### config.mk
export PLATFORM = sky130hd
export DESIGN_NAME = rv32i_hazard_scoreboard
export DESIGN_NICKNAME = d
export VERILOG_FILES = /design/src/rtl/rv32i_hazard_scoreboard.sv
export SDC_FILE = /design/constraint.sdc
export NUM_CORES = 1
export LEC_CHECK = 0
export ABC_AREA = 1
export BUFFER_PORTS_ARGS = -buffer_cell sky130_fd_sc_hd__buf_4
export CAP_MARGIN = 20
export CORE_AREA = 2 2 77 79
export CTS_BUF_LIST = sky130_fd_sc_hd__clkbuf_8
export DETAILED_ROUTE_END_ITERATION = 10
export DIE_AREA = 0 0 79 81
export PLACE_DENSITY_LB_ADDON = 0.08
export SKIP_LAST_GASP = 1
export SYNTH_ARGS = -nofsm -noshare
export SYNTH_HDL_FRONTEND = slang
export SYNTH_SLANG_ARGS = --single-unit
### constraint.sdc
create_clock -name clk -period 1.87 [get_ports clk]
set_input_delay 0.0935 -clock clk [delete_from_list [all_inputs] [get_ports clk]]
set_output_delay 0.0935 -clock clk [all_outputs]
set_load 0.01 [all_outputs]
### src/rtl/rv32i_hazard_scoreboard.sv
// -----------------------------------------------------------------------------
// rv32i_hazard_scoreboard
//
// Tracks the destination registers of the instructions in the stages after
// decode (entry 0 = E ... entry DEPTH-1 = W). Decides load-use stalls, branch
// flushes, and the registered per-operand forwarding selects for the
// instruction that enters E.
//
// Ports
//   clk, rst        clock; asynchronous active-high reset
//   ena             global enable; 0 freezes every register
//   dec_valid       decode stage holds a real instruction
//   dec_rd          destination register of the decode instruction
//   dec_reg_write   decode instruction writes dec_rd
//   dec_is_load     decode instruction is a load
//   dec_rs          N_SRC source registers, port i at [5i+4:5i]
//   redirect_e      taken branch/jump resolved in E this cycle
//   stall_f/_d      hold PC + F/D register / hold decode stage
//   flush_d         clear F/D register on the next edge
//   flush_e         insert a bubble into D/E on the next edge
//   fwd_sel_e       per-port select for the E instruction: 0 = regfile,
//                   j = result of stage j (1 = M, 2 = W, ...)
//   stall_count     saturating count of stall cycles
// -----------------------------------------------------------------------------
module rv32i_hazard_scoreboard #(
    parameter int  DEPTH    = 3,
    parameter int  N_SRC    = 2,
    parameter int  LOAD_LAT = 1,
    parameter int  CNT_W    = 16,
    localparam int SELW     = ($clog2(DEPTH) > 1) ? $clog2(DEPTH) : 1
) (
    input  logic                  clk,
    input  logic                  rst,
    input  logic                  ena,
    input  logic                  dec_valid,
    input  logic [4:0]            dec_rd,
    input  logic                  dec_reg_write,
    input  logic                  dec_is_load,
    input  logic [N_SRC*5-1:0]    dec_rs,
    input  logic                  redirect_e,
    output logic                  stall_f,
    output logic                  stall_d,
    output logic                  flush_d,
    output logic                  flush_e,
    output logic [N_SRC*SELW-1:0] fwd_sel_e,
    output logic [CNT_W-1:0]      stall_count
);

    typedef struct packed {
        logic       valid;
        logic [4:0] rd;
        logic       reg_write;
        logic       is_load;
    } entry_t;

    entry_t                      entry_q [DEPTH];
    entry_t                      entry0_d;
    logic [N_SRC*SELW-1:0]       fwd_sel_q, fwd_sel_d;
    logic [CNT_W-1:0]            count_q, count_d;

    logic [N_SRC-1:0]            hit;
    logic [N_SRC-1:0]            hit_early_load;
    logic [N_SRC-1:0][SELW-1:0]  hit_k;
    logic                        load_hazard;
    logic                        issue;

    // Operand match. Entry DEPTH-1 (W) is excluded: the register file is
    // write-through, so the value is already visible to decode.
    // NOTE: every signal assigned in an always_comb gets a default at the top,
    // otherwise a path that skips the assignment infers a latch.
    always_comb begin
        hit            = '0;
        hit_early_load = '0;
        hit_k          = '0;
        for (int i = 0; i < N_SRC; i++) begin
            // Scan oldest to youngest so the youngest match overwrites older ones.
            for (int k = DEPTH - 2; k >= 0; k--) begin
                if (entry_q[k].valid && entry_q[k].reg_write &&
                    entry_q[k].rd == dec_rs[5*i +: 5] && dec_rs[5*i +: 5] != 5'd0) begin
                    hit[i]            = 1'b1;
                    hit_k[i]          = SELW'(k);
                    hit_early_load[i] = entry_q[k].is_load && (k < LOAD_LAT);
                end
            end
        end
    end

    // A load hazard only counts if the youngest producer is a load whose data
    // is not ready yet; an older load shadowed by a younger ALU op is harmless.
    assign load_hazard = dec_valid && |(hit & hit_early_load);

    // Inputs are don't-care during reset, so redirect_e is gated explicitly.
    assign stall_f     = load_hazard && !redirect_e && !rst;
    assign stall_d     = stall_f;
    assign flush_d     = redirect_e && !rst;
    assign flush_e     = (redirect_e || load_hazard) && !rst;
    assign fwd_sel_e   = fwd_sel_q;
    assign stall_count = count_q;

    assign issue = dec_valid && !stall_d && !redirect_e;

    always_comb begin
        entry0_d  = '0;
        fwd_sel_d = '0;
        if (issue) begin
            entry0_d.valid     = 1'b1;
            entry0_d.rd        = dec_rd;
            entry0_d.reg_write = dec_reg_write;
            entry0_d.is_load   = dec_is_load;
            // The producer at entry k moves to k+1 on this edge, which is
            // exactly the stage index the E-stage mux selects from.
            for (int i = 0; i < N_SRC; i++) begin
                if (hit[i]) begin
                    fwd_sel_d[i*SELW +: SELW] = hit_k[i] + SELW'(1);
                end
            end
        end
    end

    always_comb begin
        count_d = count_q;
        if (stall_d && count_q != {CNT_W{1'b1}}) begin
            count_d = count_q + CNT_W'(1);
        end
    end

    // NOTE: state registers use non-blocking assignments so every entry
    // shifts from its pre-edge neighbour rather than a value updated earlier
    // in the same block.
    // NOTE: the tracking array is a handful of flops, not a RAM, so it is
    // reset in full; a valid bit left over from before reset would cause a
    // phantom stall.
    always_ff @(posedge clk or posedge rst) begin
        if (rst) begin
            for (int k = 0; k < DEPTH; k++) begin
                entry_q[k] <= '0;
            end
            fwd_sel_q <= '0;
            count_q   <= '0;
        end else if (ena) begin
            entry_q[0] <= entry0_d;
            for (int k = 1; k < DEPTH; k++) begin
                entry_q[k] <= entry_q[k-1];
            end
            fwd_sel_q <= fwd_sel_d;
            count_q   <= count_d;
        end
    end

endmodule

==> impl_results.md, run 1 <==
* Slowest stage delay, CP at 0.39 ns
* Placed Area at 2610 sq um
* Layout cells sized above 1 at 21.2%
* Crit path DAT at 1.61 ns
* Final setup margin at 0.170 ns
* Sw Share at 26.3%
* Yosys cell types at 28
* Dpl ws at 0.230 ns
* Adder-cell area share of the yosys netlist at 0.585%
* Critical Path Stages at 9
* Mux cell area share after synthesis at 0%
* Fmax achieved at 0.588 GHz
* Die width at 79 um
* Synthesized cell area at 2140 sq um
* Period minus WS final at 1.70 ns
* Vias post-DR at 2045
* Number of synthesized flops with an enable pin at 0
* Worst slew margin at 68.2%
* Detailed Place HPWL at 4150 um
* Starting Density at 37.7%
* Worst-path fanout max at 7
* Max_cap viols at 0
* Clock-pin slew on the worst setup and hold paths at 0.07 ns
* Initial antenna violation count at 0
* Sink Count at 35
* Slew Viols, Final at 0
* FF-to-FF setup slack at 0.25 ns
* Layout Nets at 386
* Post-Synthesis Cells at 301
* # setup viols final at 0
* Slew @ Worst Pin at 0.477 ns
* # diodes at 0
* DRC viols at 0
* First-pass GRT wire length at 9140 um
* GR Overflow Total at 0
* Worst-skew pair later-pin latency at 0.28 ns
* Clk pwr share at 35.1%
* Crit end category: primary output
* Post-synth net total at 324
* DR iter-0 viols at 63
* Gate power share at 11.9%
* RePlAce Congestion at 0.820
* Row Count at 28
* Internal power at 1.11 mW
* Hold WC Path Type: in2reg
* Clock Tree Buf Depth at 2
* Clock Tree Root: clkbuf_8
* Final Hold Violating Endpoints at 0
* Die area at 6400 sq um
* CTS tree: done
* Avg Cell Area, Syn at 7.10 sq um
* Pwr Total at 1.50 mW
* Vias per cell at 4.66
* Maximum vdd drop at 0.000233 V
* Reg power frac at 53.0%
* Vias in the first global route at 1937
* Synth Area in XOR/XNOR at 8.20%
* Top Ports at 46
* Top FF cell, synth: dfrtp_1
* CP cell instances: nand2_1 -> a21oi_1 -> nand2_1 -> nor2_1 -> nand2_2 -> nand2_4 -> nand3_4 -> inv_1 -> buf_4
* Worst EP required at 1.78 ns
* Crit Path Category: reg2out
* Period utilization at 90.9%
* Buf/Inv on CP at 2
* Overall Global Routing Usage at 18.5%
* Hold Path Cell Cnt at 3
* WHS at 0.0319 ns
* Net switching power figure at 395 uW
* Avg WL per Cell at 12.8 um
* Leakage dissipation at 1.51 nW
* Finished layout cell area at 2750 sq um
* Post-synthesis register bit count at 35
* Sequential area share after synthesis at 41.0%
* Post-route ant nets at 0
* Largest delay share family, worst path: simple AND/OR/NAND/NOR gates
* Utilization after layout at 48.5%
* Die H at 81 um
* Core area at 5680 sq um
* CP startpoint kind: register
* Share of async-settable or async-resettable flops after synthesis at 100%
* Status: complete, no violations
* Compound-gate portion of the synthesized area at 5.15%
* Post-Route WL at 5630 um
* Post-synthesis simple-gate area fraction at 36.8%
* Largest family of logic cells by synthesized area: simple AND/OR/NAND/NOR gates
* Area Growth Syn to Fin at 28.7%
* Post-CTS resize count at 0
* Cell depth of the worst flop-to-flop path at 10
* Clock skew at 0.00484 ns
* Crit path top cell by count: nand2_1
* Synthesis warning total at 0
* H-tree depth at 2
* Pre-antenna DRT Iters at 5
* Number of buffers created by CTS at 5
* Worst path slowest cell: dfrtp_1
* Pwr Density at 546 nW/um^2
* Largest net degree at the start of global routing at 36
* PortBufs at 45
-- area by class of cell --
class / instances / area (sq um)
fillers: 613 / 2930
multi-input cells: 224 / 1080
flip-flops and latches: 35 / 876
repair buffers: 63 / 488
inverters: 34 / 128
well taps: 75 / 93.8
clock buffers: 5 / 68.8
clock inverters: 3 / 12.5
-- per-layer routing --
layer	vias up	wire (um)	global-route usage [%]
li1	1060	-	-
met1	948	2530	22.9
met2	31	2860	33.1
met3	6	183	4.11
met4	0	54	4.14
met5	-	0	0
-- cells in the final DEF, fill, tap and decap left out, drive strengths merged --
cell / instances
nand3: 23
nand4: 3
dlygate4sd3: 1
clkinv: 1
ha: 1
nor4: 1
inv: 36
xor2: 10
nor3: 6
o21ai: 12
dfrtp: 35
nor2: 24
a21oi: 4
clkbuf: 5
o22ai: 3
buf: 62
nand3b: 3
a211oi: 1
xnor2: 10
nand2: 123
-- cells in the mapped netlist, types with 2 or more instances --
library cell | instances | area share (%)
a21oi_1 | 3 | 0.70
nand3_1 | 22 | 5.2
nor2_1 | 21 | 3.7
xor2_1 | 10 | 4.1
nor2_2 | 2 | 0.59
nand3b_1 | 3 | 1.1
buf_4 | 3 | 1.1
xnor2_1 | 10 | 4.1
nor3_1 | 6 | 1.4
nand2_1 | 121 | 21
nand4_1 | 2 | 0.59
dfrtp_1 | 35 | 41
clkbuf_1 | 3 | 0.53
o21ai_0 | 12 | 2.8
o22ai_1 | 3 | 0.88
inv_1 | 33 | 5.8
-- per-stage QoR --
step | TNS, ns | std cells
after floorplan | 0 | 301
after global placement | 0 | 423
after detailed placement | 0 | 423
after CTS | 0 | 432
after global routing | -0.000658 | 439
final | 0 | 439
-- cell families after synthesis --
group	after synthesis
and+or+nand+nor	183
buffers and inverters	42
DFF	35
AOI/OAI and AO/OA	20
xor gates and xnor gates	20
adders and majority gates	1
-- power groups by stage --
stage | clock [mW] | sequential (mW) | combinational (mW)
2_1_floorplan | 0 | 0.807 | 0.0989
6_report | 0.527 | 0.796 | 0.179
5_1_grt | 0.585 | 0.798 | 0.205
4_1_cts | 0.549 | 0.796 | 0.177
3_5_place_dp | 0 | 0.811 | 0.174
3_3_place_gp | 0 | 0.811 | 0.173
-- worst paths after layout --
check                       startpoint        endpoint
setup / recovery           entry_q[17]         stall_d
min in group asynchronous          rst    fwd_sel_e[2]
setup reg to reg           entry_q[17]     entry_q[22]
hold / removal             dec_is_load     entry_q[16]
max in group asynchronous          rst  stall_count[0]
hold reg to reg            entry_q[16]     entry_q[16]
-- flip-flops by register name (all words and copies together), names as in the netlist --
signal / count
entry_q: 15
stall_count: 16
fwd_sel_e: 4
-- tightest hold or removal path, stage by stage --
cell     delay [ns]
buf_4          0.08
nand3_1        0.06
nand2_1        0.05
-- repair_timing --
item	4_1_cts	5_1_grt
hold endpoints to repair	35	0
hold buffers	1	0
buffers inserted	0	7
setup endpoints to repair	0	3
Note: power is estimated with default switching activity, not from simulation.
==> inputs of run 2 (changes only) <==
--- a/config.mk
+++ b/config.mk
@@ -5,13 +5,12 @@
 export SDC_FILE = /design/constraint.sdc
 export NUM_CORES = 1
 export LEC_CHECK = 0
-export ABC_AREA = 1
 export BUFFER_PORTS_ARGS = -buffer_cell sky130_fd_sc_hd__buf_4
 export CAP_MARGIN = 20
-export CORE_AREA = 2 2 77 79
+export CORE_AREA = 4 4 72 74
 export CTS_BUF_LIST = sky130_fd_sc_hd__clkbuf_8
 export DETAILED_ROUTE_END_ITERATION = 10
-export DIE_AREA = 0 0 79 81
+export DIE_AREA = 0 0 76 78
 export PLACE_DENSITY_LB_ADDON = 0.08
 export SKIP_LAST_GASP = 1
 export SYNTH_ARGS = -nofsm -noshare
==> constraint.sdc (replaced) <==
create_clock -name clk -period 2.15 [get_ports clk]
set_input_delay 0.1075 -clock clk [delete_from_list [all_inputs] [get_ports clk]]
set_output_delay 0.1075 -clock clk [all_outputs]
set_load 0.01 [all_outputs]
==> impl_results.md, run 2 <==
* Status: complete, no violations (unchanged)
* Worst slew margin at 69.7% (was 68.2%)
* # diodes at 0 (unchanged)
* Slew @ Worst Pin at 0.454 ns (was 0.477 ns)
* RSZ-0062 raised after global routing: yes
* Leading cell types in the layout, fill and taps excluded: buf_4, dfrtp_1, xnor2_1 (was nand2_1, buf_4, inv_1, dfrtp_1, nand3_1)
* RePlAce Congestion at 0.821 (was 0.820)
* Leakage dissipation at 1.18 nW (was 1.51 nW)
* Most area-consuming cells after synthesis: dfrtp_1, xnor2_1, mux2_2 (was dfrtp_1, nand2_1, inv_1)
* Startpoint of the worst hold path: dec_reg_write (was dec_is_load)
* Post-synthesis register bit count at 35 (unchanged)
* Detailed Place HPWL at 3130 um (was 4150 um)
* Area Growth Syn to Fin at 33.4% (was 28.7%)
* Number of synthesized flops with an enable pin at 0 (unchanged)
* Clock Tree Root: clkbuf_8 (unchanged)
* Pre-antenna DRT Iters at 4 (was 5)
* Worst r2r src: entry_q[18] (was entry_q[17])
* Row Count at 25 (was 28)
* Period minus WS final at 2.14 ns
* Pwr Density at 571 nW/um^2 (was 546 nW/um^2)
* Final Hold Violating Endpoints at 0 (unchanged)
* Synthesized cell area at 1790 sq um (was 2140 sq um)
* Post-Synthesis Cells at 156 (was 301)
* Core area at 4600 sq um (was 5680 sq um)
* Avg Cell Area, Syn at 11.5 sq um (was 7.10 sq um)
* Clock skew at 0.00442 ns (was 0.00484 ns)
* Layout cells sized above 1 at 36.3% (was 21.2%)
* GR Overflow Total at 0 (unchanged)
* Worst-skew pair later-pin latency at 0.28 ns (about the same)
* Avg WL per Cell at 16.1 um (was 12.8 um)
* Slew Viols, Final at 0 (unchanged)
* Commonest cells in the netlist: dfrtp_1, xnor2_1, nand3_1, nand4_1, xor2_1 (was nand2_1, dfrtp_1, inv_1, nand3_1, nor2_1)
* H-tree depth at 2 (unchanged)
* Clock Tree Buf Depth at 2 (unchanged)
* Net switching power figure at 320 uW (was 395 uW)
* Top FF cell, synth: dfrtp_1 (unchanged)
* Worst-path fanout max at 16 (was 7)
* Internal power at 1.05 mW (was 1.11 mW)
* Post-synth net total at 179 (was 324)
* Cells after DPL at 255 (was 423)
* FF-to-FF setup slack at 0.006 ns (was 0.25 ns)
* Sw Share at 23.4% (was 26.3%)
* Crit path DAT at 2.31 ns (was 1.61 ns)
* Initial antenna violation count at 0 (unchanged)
* # setup viols final at 0 (unchanged)
* Overall Global Routing Usage at 15.5% (was 18.5%)
* Die width at 76 um (was 79 um)
* CP startpoint kind: register (unchanged)
* Synthesis warning total at 0 (unchanged)
* Top Ports at 46 (unchanged)
* Number of buffers created by CTS at 5 (unchanged)
* Largest net degree at the start of global routing at 37 (was 36)
* Crit Path Category: reg2reg (was reg2out)
* Most frequent cell after synthesis: dfrtp_1 (was nand2_1)
* DR iter-0 viols at 59 (was 63)
* Finished layout cell area at 2390 sq um (was 2750 sq um)
* Worst EP required at 2.32 ns (was 1.78 ns)
* Placed Area at 2220 sq um (was 2610 sq um)
* CTS tree: done (unchanged)
* PortBufs at 45 (unchanged)
* Post-Route WL at 4340 um (was 5630 um)
* Sequential area share after synthesis at 48.8% (was 41.0%)
* Synth area leader: dfrtp_1 (unchanged)
* Clock-pin slew on the worst setup and hold paths at 0.07 ns (about the same)
* First-pass GRT wire length at 7300 um (was 9140 um)
* Reg power frac at 51.1% (was 53.0%)
* Fmax achieved at 0.466 GHz
* Die H at 78 um (was 81 um)
* Vias in the first global route at 1483 (was 1937)
* Vias per cell at 5.32 (was 4.66)
* Gate power share at 11.0% (was 11.9%)
* Vias post-DR at 1432 (was 2045)
* CP Launch Point: entry_q[18] (was entry_q[17])
* Starting Density at 39.0% (was 37.7%)
* Most common cell after layout, fill and taps aside: buf_4 (was nand2_1)
* Finished Layout Cells at 269 (was 439)
* Share of async-settable or async-resettable flops after synthesis at 100% (unchanged)
* Post-route ant nets at 0 (unchanged)
* Clk pwr share at 37.9% (was 35.1%)
* Die area at 5930 sq um (was 6400 sq um)
* Max_cap viols at 0 (unchanged)
* Max FFs per register at 16 (unchanged)
* Layout Nets at 237 (was 386)
* Hold WC Path Type: in2reg (unchanged)
* Maximum vdd drop at 0.000381 V (was 0.000233 V)
* DRC viols at 0 (unchanged)
* Yosys cell types at 29 (was 28)
* Post-synth top area share at 48.8% (was 41.0%)
* Period utilization at 99.7%
* Crit end category: register (was primary output)
* Sink Count at 35 (unchanged)
[run 2: final timing paths]
check,cells past startpoint,endpoint
max,6,stall_count[1]
max reg2reg,6,stall_count[1]
min in group asynchronous,4,entry_q[20]
max in group asynchronous,4,stall_count[2]
min,2,entry_q[17]
min reg2reg,1,fwd_sel_e[2]
[run 2: worst max-delay path, cell delays in order, from the launching register on]
cell      delay, ns
dfrtp_1        0.42
xnor2_1        0.20
nand4_1        0.12
or4_4          0.51
a211oi_4       0.27
buf_12         0.18
mux2_2         0.33
[run 2: layer usage]
metal / vias up / global-route usage (%) / part of all wire, %
met2: 43 / 24.6 / 50
met1: 702 / 19.3 / 43
li1: 678 / - / -
met3: 9 / 5.10 / 5.3
met5: - / 0 / 0
met4: 0 / 6.23 / 1.9
[run 2: cell families (layout without fill, tap and decap cells)]
| logic type | after synthesis | count (layout) | synth area share, % |
|---|---|---|---|
| and+or+nand+nor | 47 | 47 | 15.5 |
| AOI/OAI and AO/OA | 19 | 19 | 9.35 |
| buffers and inverters | 11 | 70 | 3.49 |
| muxes | 8 | 8 | 5.02 |
| adders and majority gates | 1 | 1 | 0.698 |
| DFF | 35 | 35 | 48.8 |
| xor gates and xnor gates | 35 | 35 | 17.1 |
[run 2: power groups by stage]
| stage | combinational, mW | clock, mW | sequential, mW |
|---|---|---|---|
| after floorplan | 0.0805 | 0 | 0.705 |
| after global placement | 0.140 | 0 | 0.710 |
| after detailed placement | 0.141 | 0 | 0.710 |
| after CTS | 0.150 | 0.528 | 0.697 |
| after global routing | 0.166 | 0.565 | 0.700 |
| final | 0.151 | 0.518 | 0.698 |
[run 2: cell type report]
class                      instances  area (sq um)
sequential                        35           876
multi-input combinational        110           878
clock buffer                       7          96.3
inverter                           4          15.0
timing repair buffer              58           454
tap                               54          67.6
clock inverter                     1          3.75
fill                             424          2210
[run 2: what timing repair did]
action	CTS	global route
endpoints found under the hold margin	35	0
pin swaps	4	1
setup buffers	3	3
hold buffers	1	0
gates resized for setup	3	2
setup endpoints to repair	2	10
[run 2: metrics by stage]
step	total power [mW]	worst slack [ns]	TNS, ns	hold WS (ns)	util (%)
2_1_floorplan	0.786	0.0392	0	0.236	-
3_3_place_gp	0.850	0.0538	0	0.275	48.2
3_5_place_dp	0.851	0.0794	0	0.288	48.2
4_1_cts	1.37	0.0176	0	0.0226	51.3
5_1_grt	1.43	-0.0761	-0.393	0.0131	52.0
6_report	1.37	0.00593	0	0.0299	52.0
